$ cat src/rtl/rgbled_seq.sv
// Frame sequencer for a WS281x LED chain: double-buffered colour table streamed
// word-by-word into the serialiser, followed by a latch gap between frames.
module rgbled_seq #(
   parameter int unsigned NumLeds     = 2,
   parameter int unsigned ResetCycles = 1500,
   parameter int unsigned IdxW        = (NumLeds > 1) ? $clog2(NumLeds) : 1
) (
   input  logic            clk_i,
   input  logic            rst_ni,
   input  logic            cfg_we_i,
   input  logic [IdxW-1:0] cfg_idx_i,
   input  logic [23:0]     cfg_data_i,
   input  logic            update_i,
   input  logic            blank_i,
   output logic            busy_o,
   output logic            frame_done_o,
   output logic            drv_go_o,
   output logic [23:0]     drv_data_o,
   output logic            drv_data_valid_o,
   output logic            drv_data_last_o,
   input  logic            drv_data_ack_i,
   input  logic            drv_idle_i
);

   // Tables are sized to the full index range so any idx value is a legal
   // array select; entries at or above NumLeds are never written.
   localparam int unsigned Depth = 1 << IdxW;
   localparam int unsigned GapW  = (ResetCycles > 1) ? $clog2(ResetCycles) : 1;

   localparam logic [1:0] StIdle     = 2'd0;
   localparam logic [1:0] StSend     = 2'd1;
   localparam logic [1:0] StWaitIdle = 2'd2;
   localparam logic [1:0] StGap      = 2'd3;

   logic [1:0]      state;
   logic [IdxW-1:0] idx;
   logic [GapW-1:0] gap_cnt;
   logic            pending;
   logic [23:0]     stage_buf  [Depth];
   logic [23:0]     active_buf [Depth];

   logic cfg_hit;
   logic start;
   logic word_last;
   logic in_send;

   function automatic logic [23:0] to_grb(input logic [23:0] rgb);
      return {rgb[15:8], rgb[23:16], rgb[7:0]};
   endfunction

   assign cfg_hit   = cfg_we_i && (32'(cfg_idx_i) < NumLeds);
   assign start     = (state == StIdle) && (pending || update_i);
   assign word_last = (32'(idx) == NumLeds - 1);
   assign in_send   = (state == StSend);

   always_ff @(posedge clk_i) begin
      if (!rst_ni) begin
         for (int i = 0; i < Depth; i++) stage_buf[i] <= '0;
      end else if (cfg_hit) begin
         stage_buf[cfg_idx_i] <= cfg_data_i;
      end
   end

   // A write landing in the same cycle as the snapshot is forwarded into it.
   always_ff @(posedge clk_i) begin
      if (!rst_ni) begin
         for (int i = 0; i < Depth; i++) active_buf[i] <= '0;
      end else if (start) begin
         for (int i = 0; i < Depth; i++) begin
            active_buf[i] <= (cfg_hit && (cfg_idx_i == IdxW'(i))) ? cfg_data_i : stage_buf[i];
         end
      end
   end

   always_ff @(posedge clk_i) begin
      if (!rst_ni) begin
         state   <= StIdle;
         idx     <= '0;
         gap_cnt <= '0;
         pending <= 1'b0;
      end else begin
         // The request that launches a frame is consumed; later ones coalesce.
         if (start)         pending <= 1'b0;
         else if (update_i) pending <= 1'b1;

         case (state)
            StIdle: begin
               if (start) begin
                  state <= StSend;
                  idx   <= '0;
               end
            end
            StSend: begin
               if (drv_data_ack_i) begin
                  if (word_last) begin
                     state <= StWaitIdle;
                     idx   <= '0;
                  end else begin
                     idx <= idx + 1'b1;
                  end
               end
            end
            StWaitIdle: begin
               if (drv_idle_i) begin
                  state   <= StGap;
                  gap_cnt <= GapW'(ResetCycles - 1);
               end
            end
            StGap: begin
               if (gap_cnt == '0) state <= StIdle;
               else               gap_cnt <= gap_cnt - 1'b1;
            end
            default: state <= StIdle;
         endcase
      end
   end

   assign busy_o           = (state != StIdle);
   assign frame_done_o     = (state == StGap) && (gap_cnt == '0);
   assign drv_go_o         = in_send;
   assign drv_data_valid_o = in_send;
   assign drv_data_last_o  = in_send && word_last;
   assign drv_data_o       = (in_send && !blank_i) ? to_grb(active_buf[idx]) : 24'h000000;

endmodule

$ cat config.mk
export PLATFORM = sky130hd
export DESIGN_NAME = rgbled_seq
export DESIGN_NICKNAME = d
export VERILOG_FILES = /design/src/rtl/rgbled_seq.sv
export SDC_FILE = /design/constraint.sdc
export NUM_CORES = 1
export LEC_CHECK = 0
export CAP_MARGIN = 0
export CELL_PAD_IN_SITES_DETAIL_PLACEMENT = 1
export CELL_PAD_IN_SITES_GLOBAL_PLACEMENT = 2
export CORE_MARGIN = 8
export CORE_UTILIZATION = 33
export DETAILED_ROUTE_END_ITERATION = 7
export PLACE_DENSITY = 0.85
export SLEW_MARGIN = 20
export SYNTH_ARGS = -nofsm -noshare
export SYNTH_HDL_FRONTEND = slang
export SYNTH_SLANG_ARGS = --single-unit
$ cat constraint.sdc
create_clock -name clk_i -period 2.2 [get_ports clk_i]
set_input_delay 0.33 -clock clk_i [delete_from_list [all_inputs] [get_ports clk_i]]
set_output_delay 0.33 -clock clk_i [all_outputs]
set_load 0.01 [all_outputs]
==> flow_metrics.py, run 1 <==
metrics = {
    "sta": {
        "slew_viol_final": 0,
        "fin_skew_ns": 0.00721,
        "clock.fmax_ghz": 0.478,
        "rsz0062_at_grt": "no",
        "min_period_ns": 2.09,
        "relSlewSlack_pct": 69.6,
        "fin_crit_sh_pct": 95.0,
        "finalSetupViolCount": 0,
        "finalWorstSetupSlack_ns": 0.109,
        "setup_tns_ns": 0,
        "finalHoldViolCount": 0,
        "tightest_slew_ns": 0.456,
    },
    "drt": {
        "wl_um": 13100,
        "route.detailed.drc": 0,
        "drtIter0Drc": 222,
        "dr.pass1.iters": 4,
        "detail-route-antenna-nets": 0,
        "vias": 3799,
        "avgViaCountPerCell": 5.00,
        "wl_per_cell_um": 17.3,
    },
    "critical_path": {
        "rrSetupSlack_ns": 0.16,
        "reg2reg_depth": 6,
        "path_max_fanout": 6,
        "start_kind": "flip-flop",
        "cp-end-kind": "output port",
        "cp.arrival_ns": 1.76,
        "reg2reg_from": "state[0]$_SDFFE_PN0P_",
        "rr_endpoint": "gap_cnt[4]$_SDFFE_PN0P_",
        "critPathKind": "flip-flop to output port",
        "crit_required_ns": 1.87,
    },
    "placed_design": {
        "dpl-instance-area_um2": 6190,
        "gp_congestion": 0.748,
        "dp_slack_ns": 0.00538,
        "dp_hpwl_um": 8610,
        "port_buffers": 60,
    },
    "floorplanning": {
        "placementRows": 45,
        "io_pins": 61,
        "die_w_um": 141,
        "core_area_um2": 15300,
        "start_util_pct": 33.9,
        "die_h_um": 141,
        "fp.dieArea_um2": 19900,
    },
    "logic_synthesis": {
        "avgSynthCellArea_um2": 10.8,
        "synth_fp_nets": 514,
        "synth_edf_count": 96,
        "syn-cell-area_um2": 5170,
        "ys.flop_type": "edfxtp_1",
        "syn_inst": 477,
        "synth_cell_type_count": 42,
        "ys_ff_latch": 112,
        "ys_warn_count": 0,
        "synth-async-reset-ratio_pct": 0,
        "yosysSeqAreaShare_pct": 62.0,
    },
    "clock_network": {
        "cts_tree": "done",
        "cts.clk_slew.worst_paths_ns": 0.07,
        "numCtsBuffers": 9,
        "numClockSinks": 112,
        "h-tree-depth": 3,
        "postCtsSetupBuffers": 0,
        "clk_latency_ns": 0.35,
        "clk_path_buf_depth": 2,
        "root_buffer": "clkbuf_16",
    },
    "global_route": {
        "antenna_found_initial": 1,
        "overflow": 0,
        "grt_pass1_vias": 4125,
        "grt_max_degree": 49,
        "grt_pass1_wl_um": 21600,
        "grt_usage_pct": 13.8,
    },
    "worst_hold_path": {
        "min_path_type": "primary input to flip-flop",
        "holdPathEnd": "gap_cnt[1]$_SDFFE_PN0P_",
        "whs_path_depth": 3,
        "min_from": "rst_ni",
    },
    "power_and_ir_drop": {
        "power.density_nw_per_um2": 1010,
        "ir_drop_mv": 0.499,
        "leakagePower_uw": 0.00264,
        "power_uw": 6560,
    },
    "cells_and_area": {
        "finalInstanceArea_um2": 6510,
        "drive_above_1_share_pct": 10.0,
        "seqCellArea_um2": 3210,
        "final_common_cell": "nand2_1",
        "syn2layout_area_growth_pct": 26.1,
        "fillers": 1676,
        "n_antenna_cell": 0,
        "final_cell_mix": "nand2_1, edfxtp_1, a21oi_1",
        "final_nets": 581,
        "multi_input_area_um2": 1840,
    },
    "status": {
        "status": "finished clean",
    },
    "flow_run": {
        "max-cap-violations": 0,
    },
}
[kinds of logic after synthesis]
kind of cell | share of synthesized area (%)
compound gates | 8.45
xor+xnor | 0.509
fa+ha+maj | 1.21
buf+inv | 2.98
flops | 62.0
mux | 5.04
simple gates | 19.8
[how the worst max path moves through the flow]
| stage | start | to | slack, ns | depth (start not counted) |
|---|---|---|---|---|
| after floorplan | gap_cnt[0]$_SDFFE_PN0P_ | gap_cnt[10]$_SDFFE_PN0P_ | 0.31 | 6 |
| after detailed placement | blank_i | drv_data_o[16] | 0.005 | 5 |
| after CTS | state[1]$_SDFFE_PN0P_ | drv_data_last_o | 0.03 | 5 |
| after global routing | state[0]$_SDFFE_PN0P_ | frame_done_o | 0.02 | 4 |
| after global placement | blank_i | drv_data_o[3] | 0.05 | 5 |
| final | state[1]$_SDFFE_PN0P_ | drv_data_last_o | 0.11 | 5 |
[stage by stage]
step / instances / hold WS [ns] / util, %
finish: 760 / 0.305 / 42.7
global route: 760 / 0.345 / 42.7
CTS: 760 / 0.292 / 42.7
detailed placement: 744 / 0.489 / 40.6
global placement: 744 / 0.475 / 40.6
floorplan: 477 / 0.457 / -
[power breakdown]
group          total [uW]  leakage [uW]  internal [uW]  switching, uW
clock network        1760      0.000157           1010            757
logic                1800       0.00135            801            999
registers            3000       0.00114           2790            207
total                6560       0.00264           4600           1960
[layer usage]
metal	track usage (%)	share of wire, %	up-vias
li1	-	-	1836
met1	15.2	41	1896
met2	25.3	53	48
met3	3.07	4.0	17
met4	5.32	2.0	2
met5	0	0.061	-
[critical path, stage by stage, from the launching register on]
cell and delay, ns:
dfxtp_2 0.36, inv_1 0.07, ha_1 0.20, buf_4 0.16, and2_1 0.14, clkdlybuf4s50_1 0.48
[cells in the mapped netlist (3+ instances only)]
| master | count | area, um2 |
|---|---|---|
| edfxtp_1 | 96 | 2880 |
| a21oi_1 | 57 | 285 |
| ha_1 | 5 | 62.6 |
| and3_1 | 49 | 307 |
| nand2_1 | 105 | 394 |
| o21ai_0 | 6 | 30.0 |
| nor2_1 | 32 | 120 |
| a31oi_1 | 3 | 18.8 |
| mux2i_1 | 26 | 260 |
| nor3_1 | 3 | 15.0 |
| inv_1 | 6 | 22.5 |
| nor2b_1 | 3 | 18.8 |
| clkbuf_1 | 31 | 116 |
| nor3b_1 | 3 | 22.5 |
| dfxtp_1 | 16 | 320 |
[layout make-up]
| cell class | count | area share (%) |
|---|---|---|
| clock buffer | 10 | 3.52 |
| multi-input combinational | 325 | 28.3 |
| timing repair buffer | 89 | 13.2 |
| clock inverter | 6 | 1.40 |
| sequential | 112 | 49.2 |
| inverter | 7 | 0.403 |
| tap | 211 | 4.05 |
[state kept, by name, indices dropped and copies added (netlist names), named ones only]
signal      cells
gap_cnt        11
active_buf     48
state           2
idx             1
pending         1
stage_buf      48
[timing repair]
item                       in CTS  in global routing
hold buffers                    0                  0
pin swaps                       1                  0
setup endpoints to repair      25                  4
gates resized for setup        31                  1
No activity file was read; power rests on OpenSTA's default activity.
==> run 2, diff against run 1 <==
HOLD_SLACK_MARGIN = 0.15   (was not set)
==> results of run 2 <==
No change in the layout: final DEF, timing and power equal those of run 1.
==> run 3, diff against run 2 <==
PLACE_DENSITY = 0.79   (was 0.85)
==> flow_metrics.py, run 3 (synthesized netlist as in run 1, its figures left out) <==
metrics = {
    "sta": {
        "min_period_ns": 2.07,
        "fin_crit_sh_pct": 94.2,
        "clock.fmax_ghz": 0.482,
        "finalSetupViolCount": 0,
        "finalHoldViolCount": 0,
        "tightest_slew_ns": 0.489,
        "relSlewSlack_pct": 66.5,
        "fin_skew_ns": 0.00810,
        "rsz0062_at_grt": "no",
        "slew_viol_final": 0,
        "setup_tns_ns": 0,
    },
    "global_route": {
        "overflow": 0,
        "grt_usage_pct": 13.2,
        "antenna_found_initial": 0,
        "grt_max_degree": 49,
        "grt_pass1_vias": 4019,
        "grt_pass1_wl_um": 20800,
    },
    "worst_hold_path": {
        "min_path_type": "primary input to flip-flop",
        "min_from": "rst_ni",
        "whs_path_depth": 2,
        "holdPathEnd": "state[0]$_SDFFE_PN0P_",
    },
    "floorplanning": {
        "placementRows": 45,
        "core_area_um2": 15300,
        "start_util_pct": 33.9,
        "io_pins": 61,
        "die_h_um": 141,
        "die_w_um": 141,
        "fp.dieArea_um2": 19900,
    },
    "critical_path": {
        "rrSetupSlack_ns": 0.13,
        "path_max_fanout": 5,
        "cp.arrival_ns": 2.35,
        "reg2reg_from": "state[0]$_SDFFE_PN0P_",
        "cp-end-kind": "flip-flop",
        "critPathKind": "flip-flop to flip-flop",
        "crit_required_ns": 2.48,
        "cpMaxStageDelayCell": "a311o_1",
        "cpPeakStageDelay_ns": 0.44,
        "worstPathCellList": "inv_1 > ha_1 > mux2i_1 > a311o_1 > or4_1 > a31oi_1",
        "rr_endpoint": "gap_cnt[4]$_SDFFE_PN0P_",
        "start_kind": "flip-flop",
        "reg2reg_depth": 6,
    },
    "flow_run": {
        "max-cap-violations": 0,
    },
    "drt": {
        "detail-route-antenna-nets": 0,
        "wl_per_cell_um": 16.8,
        "drtIter0Drc": 147,
        "wl_um": 12700,
        "vias": 3732,
        "avgViaCountPerCell": 4.94,
        "dr.pass1.iters": 4,
        "route.detailed.drc": 0,
    },
    "placed_design": {
        "dp_hpwl_um": 8390,
        "gp_congestion": 0.740,
        "port_buffers": 60,
    },
    "cells_and_area": {
        "drive_above_1_share_pct": 9.36,
        "final_common_cell": "nand2_1",
        "final_nets": 577,
        "largest_registers": "active_buf (48), stage_buf (48), gap_cnt (11)",
        "final_cell_mix": "nand2_1, edfxtp_1, a21oi_1",
        "syn2layout_area_growth_pct": 25.1,
        "n_antenna_cell": 0,
    },
    "clock_network": {
        "cts_hold_buf": 0,
        "numCtsBuffers": 9,
        "cts_tree": "done",
        "clk_path_buf_depth": 2,
        "root_buffer": "clkbuf_16",
        "cts.clk_slew.worst_paths_ns": 0.07,
        "h-tree-depth": 3,
        "clk_latency_ns": 0.36,
        "numClockSinks": 112,
        "postCtsSetupBuffers": 0,
    },
    "power_and_ir_drop": {
        "ir_drop_mv": 0.464,
        "leakagePower_uw": 0.00262,
        "power.density_nw_per_um2": 988,
        "power_uw": 6380,
    },
    "status": {
        "status": "finished clean",
    },
}
## run 3: worst max-delay path by stage
stage | to | cells past startpoint | from
4_1_cts | drv_data_last_o | 5 | state[1]$_SDFFE_PN0P_
5_1_grt | gap_cnt[4]$_SDFFE_PN0P_ | 6 | state[0]$_SDFFE_PN0P_
3_3_place_gp | drv_data_o[2] | 5 | blank_i
3_5_place_dp | drv_data_o[7] | 5 | blank_i
2_1_floorplan | gap_cnt[10]$_SDFFE_PN0P_ | 6 | gap_cnt[0]$_SDFFE_PN0P_
6_report | gap_cnt[4]$_SDFFE_PN0P_ | 6 | state[0]$_SDFFE_PN0P_
## run 3: cell type report
cell class                      count  area, um2
Tap cell                          211        264
Inverter                            7       26.3
Sequential cell                   112       3210
Clock inverter                      7       62.6
Fill cell                        1650       8800
Timing Repair Buffer               85        825
Clock buffer                        9        225
Multi-Input combinational cell    325       1850
## run 3: through the flow
| step | cell area (um2) | setup slack [ns] | hold slack [ns] | cells | utilization, % |
|---|---|---|---|---|---|
| floorplan | 5170 | 0.311 | 0.457 | 477 | - |
| global placement | 6160 | 0.0730 | 0.478 | 740 | 40.4 |
| detailed placement | 6160 | 0.0677 | 0.492 | 740 | 40.4 |
| CTS | 6460 | 0.0643 | 0.341 | 756 | 42.3 |
| global route | 6460 | 0.0303 | 0.359 | 756 | 42.4 |
| finish | 6460 | 0.127 | 0.345 | 756 | 42.4 |
## run 3: routing by layer
layer / up-vias / wire length (um) / track usage (%)
li1: 1829 / - / -
met1: 1827 / 5210 / 14.9
met2: 64 / 6630 / 23.9
met3: 12 / 667 / 3.14
met4: 0 / 165 / 4.58
met5: - / 0 / 0
## run 3: power by group
part,switching (uW),internal (uW),total [uW]
combinational,976,785,1760
sequential,211,2790,3000
clock,746,872,1620
## run 3: repair_timing
action / in CTS / in global routing
endpoints found under the setup margin: 25 / 1
cloned: 0 / 0
gates resized for setup: 34 / 1
## run 3: critical path: cells and delay by family, from the launching register on
kind                       cells  cell delay (ns)
muxes                          1             0.24
adders and majority gates      1             0.27
AOI/OAI and AO/OA              2             0.62
buffers and inverters          1             0.08
and+or+nand+nor                1             0.42
DFF                            1             0.38
